File: src/rtl/mem_arb_pkg.sv
// Shared constants for the burst arbiter: source indices, FSM encoding, class masks.
// Latency: n/a (declarations only).
// Backpressure: n/a.
package mem_arb_pkg;

  localparam int NUM_SRC = 4;

  // Source index: bit 1 selects the client port, bit 0 selects read (1) / write (0).
  localparam logic [1:0] SRC_P0_WR = 2'd0;
  localparam logic [1:0] SRC_P0_RD = 2'd1;
  localparam logic [1:0] SRC_P1_WR = 2'd2;
  localparam logic [1:0] SRC_P1_RD = 2'd3;

  localparam logic [1:0] ST_IDLE_ENC = 2'd0;
  localparam logic [1:0] ST_ARB_ENC  = 2'd1;
  localparam logic [1:0] ST_RUN_ENC  = 2'd2;
  localparam logic [1:0] ST_DONE_ENC = 2'd3;

  typedef enum logic [1:0] {
    ST_IDLE = ST_IDLE_ENC,
    ST_ARB  = ST_ARB_ENC,
    ST_RUN  = ST_RUN_ENC,
    ST_DONE = ST_DONE_ENC
  } arb_state_t;

  // Request-class masks over the four sources.
  localparam logic [3:0] MASK_ALL = 4'b1111;
  localparam logic [3:0] MASK_WR  = 4'b0101;
  localparam logic [3:0] MASK_RD  = 4'b1010;

  function automatic logic src_is_rd(input logic [1:0] src);
    return src[0];
  endfunction

endpackage

File: src/rtl/rr_pick4.sv
// Combinational 4-way round-robin picker restricted to a class mask.
// Latency: zero cycles (pure combinational).
// Backpressure: none; caller decides when to consume the pick.
module rr_pick4
  import mem_arb_pkg::*;
(
  input  logic [3:0] req,
  input  logic [1:0] ptr,
  input  logic [3:0] class_mask,
  output logic       gnt_valid,
  output logic [1:0] gnt_idx
);

  logic [3:0] masked;
  logic [1:0] idx;

  // Search ptr+1, ptr+2, ptr+3, ptr; walking backwards lets the nearest hit win.
  always_comb begin
    masked    = req & class_mask;
    gnt_valid = 1'b0;
    gnt_idx   = 2'd0;
    idx       = 2'd0;
    for (int k = NUM_SRC; k >= 1; k--) begin
      idx = ptr + 2'(k);
      if (masked[idx]) begin
        gnt_valid = 1'b1;
        gnt_idx   = idx;
      end
    end
  end

endmodule

File: src/rtl/mem_burst_arbiter.sv
// Shares one DDR burst engine between two client ports (rd+wr each), round-robin over 4 sources.
// Latency: request -> downstream req 2 cycles (IDLE, ARB); finish pulse 2 cycles after engine finish.
// Backpressure: one burst outstanding; other requests stay held until granted. Build option: ARB_WR_PRIORITY_EN.
module mem_burst_arbiter
  import mem_arb_pkg::*;
#(
  parameter int MEM_DATA_BITS = 64,
  parameter int ADDR_BITS     = 24,
  parameter int LEN_BITS      = 10
) (
  input  logic                     mem_clk,
  input  logic                     rst,
  input  logic                     calib_done,

  input  logic                     p0_rd_burst_req,
  input  logic [LEN_BITS-1:0]      p0_rd_burst_len,
  input  logic [ADDR_BITS-1:0]     p0_rd_burst_addr,
  output logic                     p0_rd_burst_data_valid,
  output logic [MEM_DATA_BITS-1:0] p0_rd_burst_data,
  output logic                     p0_rd_burst_finish,
  input  logic                     p0_wr_burst_req,
  input  logic [LEN_BITS-1:0]      p0_wr_burst_len,
  input  logic [ADDR_BITS-1:0]     p0_wr_burst_addr,
  output logic                     p0_wr_burst_data_req,
  input  logic [MEM_DATA_BITS-1:0] p0_wr_burst_data,
  output logic                     p0_wr_burst_finish,

  input  logic                     p1_rd_burst_req,
  input  logic [LEN_BITS-1:0]      p1_rd_burst_len,
  input  logic [ADDR_BITS-1:0]     p1_rd_burst_addr,
  output logic                     p1_rd_burst_data_valid,
  output logic [MEM_DATA_BITS-1:0] p1_rd_burst_data,
  output logic                     p1_rd_burst_finish,
  input  logic                     p1_wr_burst_req,
  input  logic [LEN_BITS-1:0]      p1_wr_burst_len,
  input  logic [ADDR_BITS-1:0]     p1_wr_burst_addr,
  output logic                     p1_wr_burst_data_req,
  input  logic [MEM_DATA_BITS-1:0] p1_wr_burst_data,
  output logic                     p1_wr_burst_finish,

  output logic                     m_rd_burst_req,
  output logic [LEN_BITS-1:0]      m_rd_burst_len,
  output logic [ADDR_BITS-1:0]     m_rd_burst_addr,
  input  logic                     m_rd_burst_data_valid,
  input  logic [MEM_DATA_BITS-1:0] m_rd_burst_data,
  input  logic                     m_rd_burst_finish,
  output logic                     m_wr_burst_req,
  output logic [LEN_BITS-1:0]      m_wr_burst_len,
  output logic [ADDR_BITS-1:0]     m_wr_burst_addr,
  input  logic                     m_wr_burst_data_req,
  input  logic                     m_wr_burst_finish,
  output logic [MEM_DATA_BITS-1:0] m_wr_burst_data,

  output logic                     busy,
  output logic [1:0]               grant_id
);

  arb_state_t state, state_nxt;

  logic [3:0]           req_vec;
  logic                 pick_valid;
  logic [1:0]           pick_idx;
  logic                 arb_valid;
  logic [LEN_BITS-1:0]  sel_len;
  logic [ADDR_BITS-1:0] sel_addr;
  logic                 granted_finish;
  logic                 in_run;
  logic [3:0]           fin_q;

  assign req_vec = {p1_rd_burst_req, p1_wr_burst_req, p0_rd_burst_req, p0_wr_burst_req};

  // grant_id doubles as the round-robin pointer: it always holds the last granted source.
`ifdef ARB_WR_PRIORITY_EN
  logic       wr_valid, rd_valid;
  logic [1:0] wr_idx, rd_idx;

  rr_pick4 u_pick_wr (
    .req        (req_vec),
    .ptr        (grant_id),
    .class_mask (MASK_WR),
    .gnt_valid  (wr_valid),
    .gnt_idx    (wr_idx)
  );

  rr_pick4 u_pick_rd (
    .req        (req_vec),
    .ptr        (grant_id),
    .class_mask (MASK_RD),
    .gnt_valid  (rd_valid),
    .gnt_idx    (rd_idx)
  );

  assign pick_valid = wr_valid | rd_valid;
  assign pick_idx   = wr_valid ? wr_idx : rd_idx;
`else
  rr_pick4 u_pick (
    .req        (req_vec),
    .ptr        (grant_id),
    .class_mask (MASK_ALL),
    .gnt_valid  (pick_valid),
    .gnt_idx    (pick_idx)
  );
`endif

  // Grants are withheld whenever calibration is not complete.
  assign arb_valid = pick_valid & calib_done;

  // Length/address of the source the picker chose this cycle.
  always_comb begin
    sel_len  = '0;
    sel_addr = '0;
    case (pick_idx)
      SRC_P0_WR: begin sel_len = p0_wr_burst_len; sel_addr = p0_wr_burst_addr; end
      SRC_P0_RD: begin sel_len = p0_rd_burst_len; sel_addr = p0_rd_burst_addr; end
      SRC_P1_WR: begin sel_len = p1_wr_burst_len; sel_addr = p1_wr_burst_addr; end
      default:   begin sel_len = p1_rd_burst_len; sel_addr = p1_rd_burst_addr; end
    endcase
  end

  // Only the finish of the granted direction ends the burst.
  assign granted_finish = src_is_rd(grant_id) ? m_rd_burst_finish : m_wr_burst_finish;

  // State register.
  always_ff @(posedge mem_clk) begin
    if (rst) state <= ST_IDLE;
    else     state <= state_nxt;
  end

  // Next-state logic; zero-length bursts bypass RUN.
  always_comb begin
    state_nxt = state;
    case (state)
      ST_IDLE: if (calib_done && (|req_vec)) state_nxt = ST_ARB;
      ST_ARB: begin
        if (!arb_valid)          state_nxt = ST_IDLE;
        else if (sel_len == '0)  state_nxt = ST_DONE;
        else                     state_nxt = ST_RUN;
      end
      ST_RUN:  if (granted_finish) state_nxt = ST_DONE;
      default: state_nxt = ST_IDLE;
    endcase
  end

  // Registered grant, downstream request/len/addr, busy and finish pulses.
  always_ff @(posedge mem_clk) begin
    if (rst) begin
      grant_id        <= SRC_P1_RD;
      busy            <= 1'b0;
      fin_q           <= '0;
      m_rd_burst_req  <= 1'b0;
      m_rd_burst_len  <= '0;
      m_rd_burst_addr <= '0;
      m_wr_burst_req  <= 1'b0;
      m_wr_burst_len  <= '0;
      m_wr_burst_addr <= '0;
    end else begin
      fin_q <= '0;
      case (state)
        ST_ARB: begin
          if (arb_valid) begin
            grant_id <= pick_idx;
            busy     <= 1'b1;
            if (src_is_rd(pick_idx)) begin
              m_rd_burst_len  <= sel_len;
              m_rd_burst_addr <= sel_addr;
              m_rd_burst_req  <= (sel_len != '0);
            end else begin
              m_wr_burst_len  <= sel_len;
              m_wr_burst_addr <= sel_addr;
              m_wr_burst_req  <= (sel_len != '0);
            end
          end
        end
        ST_RUN: begin
          if (granted_finish) begin
            m_rd_burst_req <= 1'b0;
            m_wr_burst_req <= 1'b0;
          end
        end
        ST_DONE: begin
          busy            <= 1'b0;
          fin_q[grant_id] <= 1'b1;
        end
        default: ;
      endcase
    end
  end

  assign p0_wr_burst_finish = fin_q[SRC_P0_WR];
  assign p0_rd_burst_finish = fin_q[SRC_P0_RD];
  assign p1_wr_burst_finish = fin_q[SRC_P1_WR];
  assign p1_rd_burst_finish = fin_q[SRC_P1_RD];

  // Data path: read data broadcast, strobes gated to the granted source while running.
  assign in_run                 = (state == ST_RUN);
  assign p0_rd_burst_data       = m_rd_burst_data;
  assign p1_rd_burst_data       = m_rd_burst_data;
  assign p0_rd_burst_data_valid = m_rd_burst_data_valid & in_run & (grant_id == SRC_P0_RD);
  assign p1_rd_burst_data_valid = m_rd_burst_data_valid & in_run & (grant_id == SRC_P1_RD);
  assign p0_wr_burst_data_req   = m_wr_burst_data_req & in_run & (grant_id == SRC_P0_WR);
  assign p1_wr_burst_data_req   = m_wr_burst_data_req & in_run & (grant_id == SRC_P1_WR);
  assign m_wr_burst_data        = (grant_id == SRC_P1_WR) ? p1_wr_burst_data : p0_wr_burst_data;

endmodule
File: config.mk
export PLATFORM = sky130hd
export DESIGN_NAME = mem_burst_arbiter
export DESIGN_NICKNAME = d
export VERILOG_FILES = /design/src/rtl/mem_arb_pkg.sv /design/src/rtl/rr_pick4.sv /design/src/rtl/mem_burst_arbiter.sv
export SDC_FILE = /design/constraint.sdc
export NUM_CORES = 1
export LEC_CHECK = 0
export CORE_AREA = 2 2 238 240
export CTS_BUF_LIST = sky130_fd_sc_hd__clkbuf_4 sky130_fd_sc_hd__clkbuf_8 sky130_fd_sc_hd__clkbuf_16
export CTS_CLUSTER_SIZE = 20
export DETAILED_ROUTE_END_ITERATION = 16
export DIE_AREA = 0 0 240 242
export PLACE_DENSITY = 0.39
export SLEW_MARGIN = 20
export SYNTH_ARGS = -nofsm -noshare
export SYNTH_HDL_FRONTEND = slang
export SYNTH_SLANG_ARGS = --single-unit
File: constraint.sdc
create_clock -name mem_clk -period 4 [get_ports mem_clk]
set_input_delay 0.6 -clock mem_clk [delete_from_list [all_inputs] [get_ports mem_clk]]
set_output_delay 0.6 -clock mem_clk [all_outputs]
set_load 0.01 [all_outputs]
Word-level counts from Yosys, hierarchy flattened. Cells that the tools add are included.

Input port bits: 339. Register bits after elaboration: 79. Output and inout bits: 273. Logic and storage cells: 94.

$add $sub $neg: 3. Bitwise gates (word level): 9. Order comparisons: 5. Equal/unequal tests: 13. Multiplexer cells: 36. Reductions and logical operators: 18.

Operators with widths (number): $pmux 24 s3 (1); $mux 64 (1); $pmux 10 s3 (1); $mux 1 (17); $mux 2 (7); $lt 2x3->1 const B (4); $eq 2x2->1 const B (5); $logic_not 10->1 (1); $ne 2x2->1 const B (5); $reduce_bool 10->1 (1); $bmux 1 s2 (4); $reduce_and 4->1 (2); $and 1x1->1 (7); $eq 2x1->1 const B (3); $logic_not 2->1 (3); $pmux 1 s2 (3); $pmux 2 s3 (1); $reduce_and 2->1 (3); $reduce_and 3->1 (2); $add 2x2->2 const B (2); $reduce_bool 2->1 (2); $reduce_or 4->1 (1); $add 2x1->2 const B (1); $demux 1 s2 (1); 4 further kinds (6).

Depth between registers and ports, before layout.
Depth in word-level cells: 12. Depth in mapped cells: 12. Mapped depth without buffers: 9.

Hierarchy. Synthesis repeated with hierarchy kept, for this count alone.

Cell total of the unflattened synthesis: 612. Area, all modules: 5429.0 sq um.

By module, submodules not included: mem_burst_arbiter (area an instance 5326.4 sq um, cells an instance 596, instances 1, seq. area each 1581.5 sq um); rr_pick4 (area an instance 102.6 sq um, cells an instance 16, instances 1, seq. area each 0.0 sq um).

Least setup slack after synthesis. No wires, ideal clock.

Path type: register -> register. Start point: register grant_id[0]. End point: register m_wr_burst_req. Clock period less this slack: 3141 ps. Buffers on the path: 3. Arrival: 2997 ps. Stages on the path, launching flop included: 13. Data required time: 3856 ps. Slack: 859 ps. Setup time: 144 ps. Cell sequence: dfxtp_1 -> clkbuf_1 -> inv_1 -> ha_1 -> mux2_1 -> o32ai_1 -> a21o_1 -> buf_6 -> buf_8 -> mux2i_1 -> mux2i_2 -> nor4_1 -> a311oi_1.

Word-level cells in the longest chain between the ends: 12. Elaborated cells on any way between the ends: 33. Those cells by class: add/sub: 3; eq/ne: 5; mux: 21; bitwise: 1; reduce/logical: 3.

RTL lines: from (decl) (RTL line mem_burst_arbiter.sv:55) `output logic [1:0] grant_id`; from (signal assigned) (RTL line mem_burst_arbiter.sv:161) `grant_id <= pick_idx;`; $add 2x2->2 / $bmux 1 s2 (equally long branches) (RTL line rr_pick4.sv:24, rr_pick4.sv:25); $bmux 1 s2 / $mux 1 (equally long branches) (RTL line rr_pick4.sv:25) `if (masked[idx]) begin`; $mux 1 (implied by the code) / $mux 2 (equally long branches) (RTL line rr_pick4.sv:25); $mux 2 (3 in series) (RTL line rr_pick4.sv:25); $eq 2x2->1 (tied with other cells) (RTL line mem_burst_arbiter.sv:112) `case (pick_idx)`; $pmux 10 s3 (RTL line mem_burst_arbiter.sv:112); $reduce_bool 10->1 (RTL line mem_burst_arbiter.sv:170) `m_wr_burst_req <= (sel_len != '0);`; $mux 1 (RTL line mem_burst_arbiter.sv:163) `if (src_is_rd(pick_idx)) begin`; $mux 1 (RTL line mem_burst_arbiter.sv:160) `if (arb_valid) begin`; $pmux 1 s2 (RTL line mem_burst_arbiter.sv:158) `case (state)`; to (signal assigned) (RTL line mem_burst_arbiter.sv:170); to (decl) (RTL line mem_burst_arbiter.sv:47) `output logic m_wr_burst_req,`.

Parallel ways exist; a longest one is shown, timed or not. The select of a mux whose other input is x is not followed. A chain may end at the register's enable or synchronous reset.

Worst setup path after layout.
Start point: input port p1_wr_burst_req. End point: register m_wr_burst_req.

Word-level cells in the longest chain between the ends: 12. Elaborated cells on any way between the ends: 28. Those cells by class: eq/ne: 4; mux: 20; bitwise: 1; reduce/logical: 3.

RTL lines: from (decl) (RTL line mem_burst_arbiter.sv:34) `input logic p1_wr_burst_req,`; $bmux 1 s2 (RTL line rr_pick4.sv:25); $mux 1 (implied by the code) (RTL line rr_pick4.sv:25); $mux 2 (4 in series) (RTL line rr_pick4.sv:25); $eq 2x2->1 (tied with other cells) (RTL line mem_burst_arbiter.sv:112); $pmux 10 s3 (RTL line mem_burst_arbiter.sv:112); $reduce_bool 10->1 (RTL line mem_burst_arbiter.sv:170); $mux 1 (RTL line mem_burst_arbiter.sv:163); $mux 1 (RTL line mem_burst_arbiter.sv:160); $pmux 1 s2 (RTL line mem_burst_arbiter.sv:158).

Parallel ways exist; a longest one is shown, timed or not. The select of a mux whose other input is x is not followed.

==> run summary <==
R2R cell count - 9
WP data required - 4.23 ns
initial antenna violation count - 21
Avg WL per Cell - 20.3 um
Max Slew Vio Count - 0
CTS root buf - clkbuf_16
cell with the most instances after synthesis - nand2_1
Die X - 240 um
ranking of synthesized cells by area - dfxtp_1 29%, buf_4 17%, mux2_2 13%
main flop type after synthesis - dfxtp_1
Netlist cell types - 48
area of the core - 0.0557 mm2
Cells after Synth - 672
hold buffer count at CTS - 0
Slew headroom - 46.4%
final hold vios - 0
sw frac - 29.3%
peak supply drop - 0.192 mV
worst-margin pin slew - 0.793 ns
met2 usage - 21.8%
register area - 0.00158 mm2
kind of critical path - input pin to flip-flop
post-DP HPWL - 28900 um
Post-Route WL - 34500 um
final core utilization - 17.9%
final worst-path cycle share - 83.6%
Total GRT Usage - 11.6%
Setup Viol. Count Final - 0
CTS tree - done
Clock Skews - 0.0107 ns
Pint - 0.00191 W
EDFF count, synth - 0
P per Cell Area - 270 mW/mm2
reg2reg start - grant_id[0]
routed vias/inst - 3.38
ant diodes - 0
Skew-Pair Late Insertion Delay - 0.37 ns
RSZ-0062 raised after global routing - false
DP Worst Slack - 0.267 ns
share of layout cells above drive strength 1 - 12.0%
Setup crit end kind - flip-flop
Max Freq - 299 MHz
filler instances - 6331
Clock transition at path regs - 0.06 ns
first-pass GRT wire length - 46800 um
Maximum Capacitance Violations - 0
gr busiest metal - met2
CP most frequent cell - mux2i_1
Final ANT Viol Nets - 0
status - finished, final reports clean
register area share after synthesis - 28.6%
worst-path maximum fanout - 10
reg2reg end - m_wr_burst_req
Pleak - 3.38 nW
cell chain of the critical path - clkdlybuf4s50_1 -> mux2_4 -> a311oi_4 -> a21o_1 -> mux2i_1 -> mux2i_1 -> nor4_1 -> a311oi_1
Ys Warns - 0
combinational power share - 33.6%
# rows - 87
IO buf count - 419
Final TNS setup - 0 ns
syn_area_per_cell - 8.22 um2
gr ovfl total - 0
largest stage delay on the critical path - 0.55 ns
total iterations of the first detailed-routing run - 4
Netlist Area Pre-Place - 0.00552 mm2
slowest library cell on the worst path - clkdlybuf4s50_1
DRC marker count from the first detailed-route iteration - 185
postcts setup bufs - 0
GP Congestion - 0.775
pin count of the biggest net entering global routing - 61
flops & latches, synth - 79
fin nets - 1286
Worst Setup Slack, final - 0.658 ns
area grow syn2layout - 81.0%
die area - 0.0581 mm2
Yosys top cell by area - dfxtp_1
sequential fraction of design power - 30.9%
CTS Buf Count - 9
io pins - 612
CTS H-tree depth - 3
WP data arrival - 3.57 ns
met1 Track Usage GR - 12.3%
Sink Count - 79
DRC viols - 0
CTS max path bufs - 2
syn_nets - 1015
Final Cell Area - 0.0100 mm2
placed cell area - 0.00967 mm2
R2R Setup Slk - 0.77 ns
die height - 242 um
critical path startpoint - p1_wr_burst_req
vias in the first global route - 5890
Initial Util - 9.91%
DR vias - 5752
fin crit period - 3.34 ns
synth cell count leaders - 144 x nand2_1, 128 x buf_4, 79 x dfxtp_1, 65 x mux2_2, 62 x nor2_1
area occupied by multi-input gates - 0.00281 mm2
CP startpoint kind - input pin
class of the worst hold path - flip-flop to flip-flop
Switch Pwr - 0.000792 W
Clock power frac - 35.6%
FFs w/ async S/R, synth - 0%
share of Yosys cell area claimed by the top area cell type - 28.6%
GR Util met3 - 3.40%
hold_ws - 0.455 ns
crit path to - m_wr_burst_req
Resize count post-CTS - 0
[cells by family (layout without fill, tap and decap cells)]
| kind of cell | count (synthesis) | count (layout) | share of synthesized area, % |
|---|---|---|---|
| AND/OR/NAND/NOR | 231 | 231 | 17.6 |
| buffers and inverters | 175 | 451 | 21.3 |
| AO/OA/AOI/OAI | 97 | 97 | 14.1 |
| multiplexers | 86 | 86 | 17.5 |
| flip-flops | 79 | 79 | 28.6 |
| adder cells (fa/ha/maj) | 4 | 4 | 0.906 |
[critical path: cells and delay by family]
family / cells / cell delay (ns)
compound gates: 3 / 1.12
mux: 3 / 0.75
buf+inv: 1 / 0.55
simple gates: 1 / 0.54
[sequential cells by signal (all words and copies together), names as in the netlist, 2 cells and up]
register         count
state                2
m_rd_burst_addr     24
m_wr_burst_len      10
fin_q                4
m_wr_burst_addr     24
grant_id             2
m_rd_burst_len      10
[metrics by stage]
step,power (W),instances
after floorplan,0.00135,672
after global placement,0.00177,1688
after detailed placement,0.00177,1688
after CTS,0.00278,1704
after global routing,0.00286,1704
final,0.00270,1704
[routing by layer]
| layer | vias to the layer above | routed length [um] |
|---|---|---|
| met1 | 2583 | 12800 |
| met2 | 341 | 18100 |
| met3 | 99 | 2390 |
| li1 | 2729 | - |
| met5 | - | 0 |
| met4 | 0 | 1160 |
[how the worst min path moves through the flow]
stage                      startpoint                end  cells after the start
floorplan           m_rd_burst_len[0]  m_rd_burst_len[0]                      2
global placement    m_wr_burst_len[7]  m_wr_burst_len[7]                      2
detailed placement  m_wr_burst_len[5]  m_wr_burst_len[5]                      2
CTS                 m_wr_burst_len[5]  m_wr_burst_len[5]                      2
global route        m_wr_burst_len[5]  m_wr_burst_len[5]                      2
finish              m_wr_burst_len[5]  m_wr_burst_len[5]                      2
[layout make-up]
class                   instances  area share (%)
repair buffers                432            43.3
multi-input cells             418            28.1
flip-flops and latches         79            15.8
well taps                     756            9.46
clock buffers                  11            2.47
clock inverters                 5           0.814
inverters                       3           0.113
[layout by cell type (no fill, tap or decap), types with 3 or more instances in the layout]
cell             count
clkbuf_16            9
mux2i_1             16
clkdlybuf4s50_1    418
nand2_1            144
inv_1                3
buf_4               10
ha_1                 3
dfxtp_1             79
a21oi_1             23
and2_1               4
and3_1               4
buf_12               3
mux2_2              65
and2b_4              6
nor2_1              60
a221oi_1             8
a311oi_1            50
[power by group through the flow]
stage                     clock network, W  logic, W  registers, W
after floorplan                          0  0.000481      0.000866
after global placement                   0  0.000918      0.000852
after detailed placement                 0  0.000920      0.000853
after CTS                          0.00102  0.000927      0.000835
after global routing               0.00104  0.000982      0.000839
final                             0.000961  0.000907      0.000835
(Power assumes the default switching activity.)
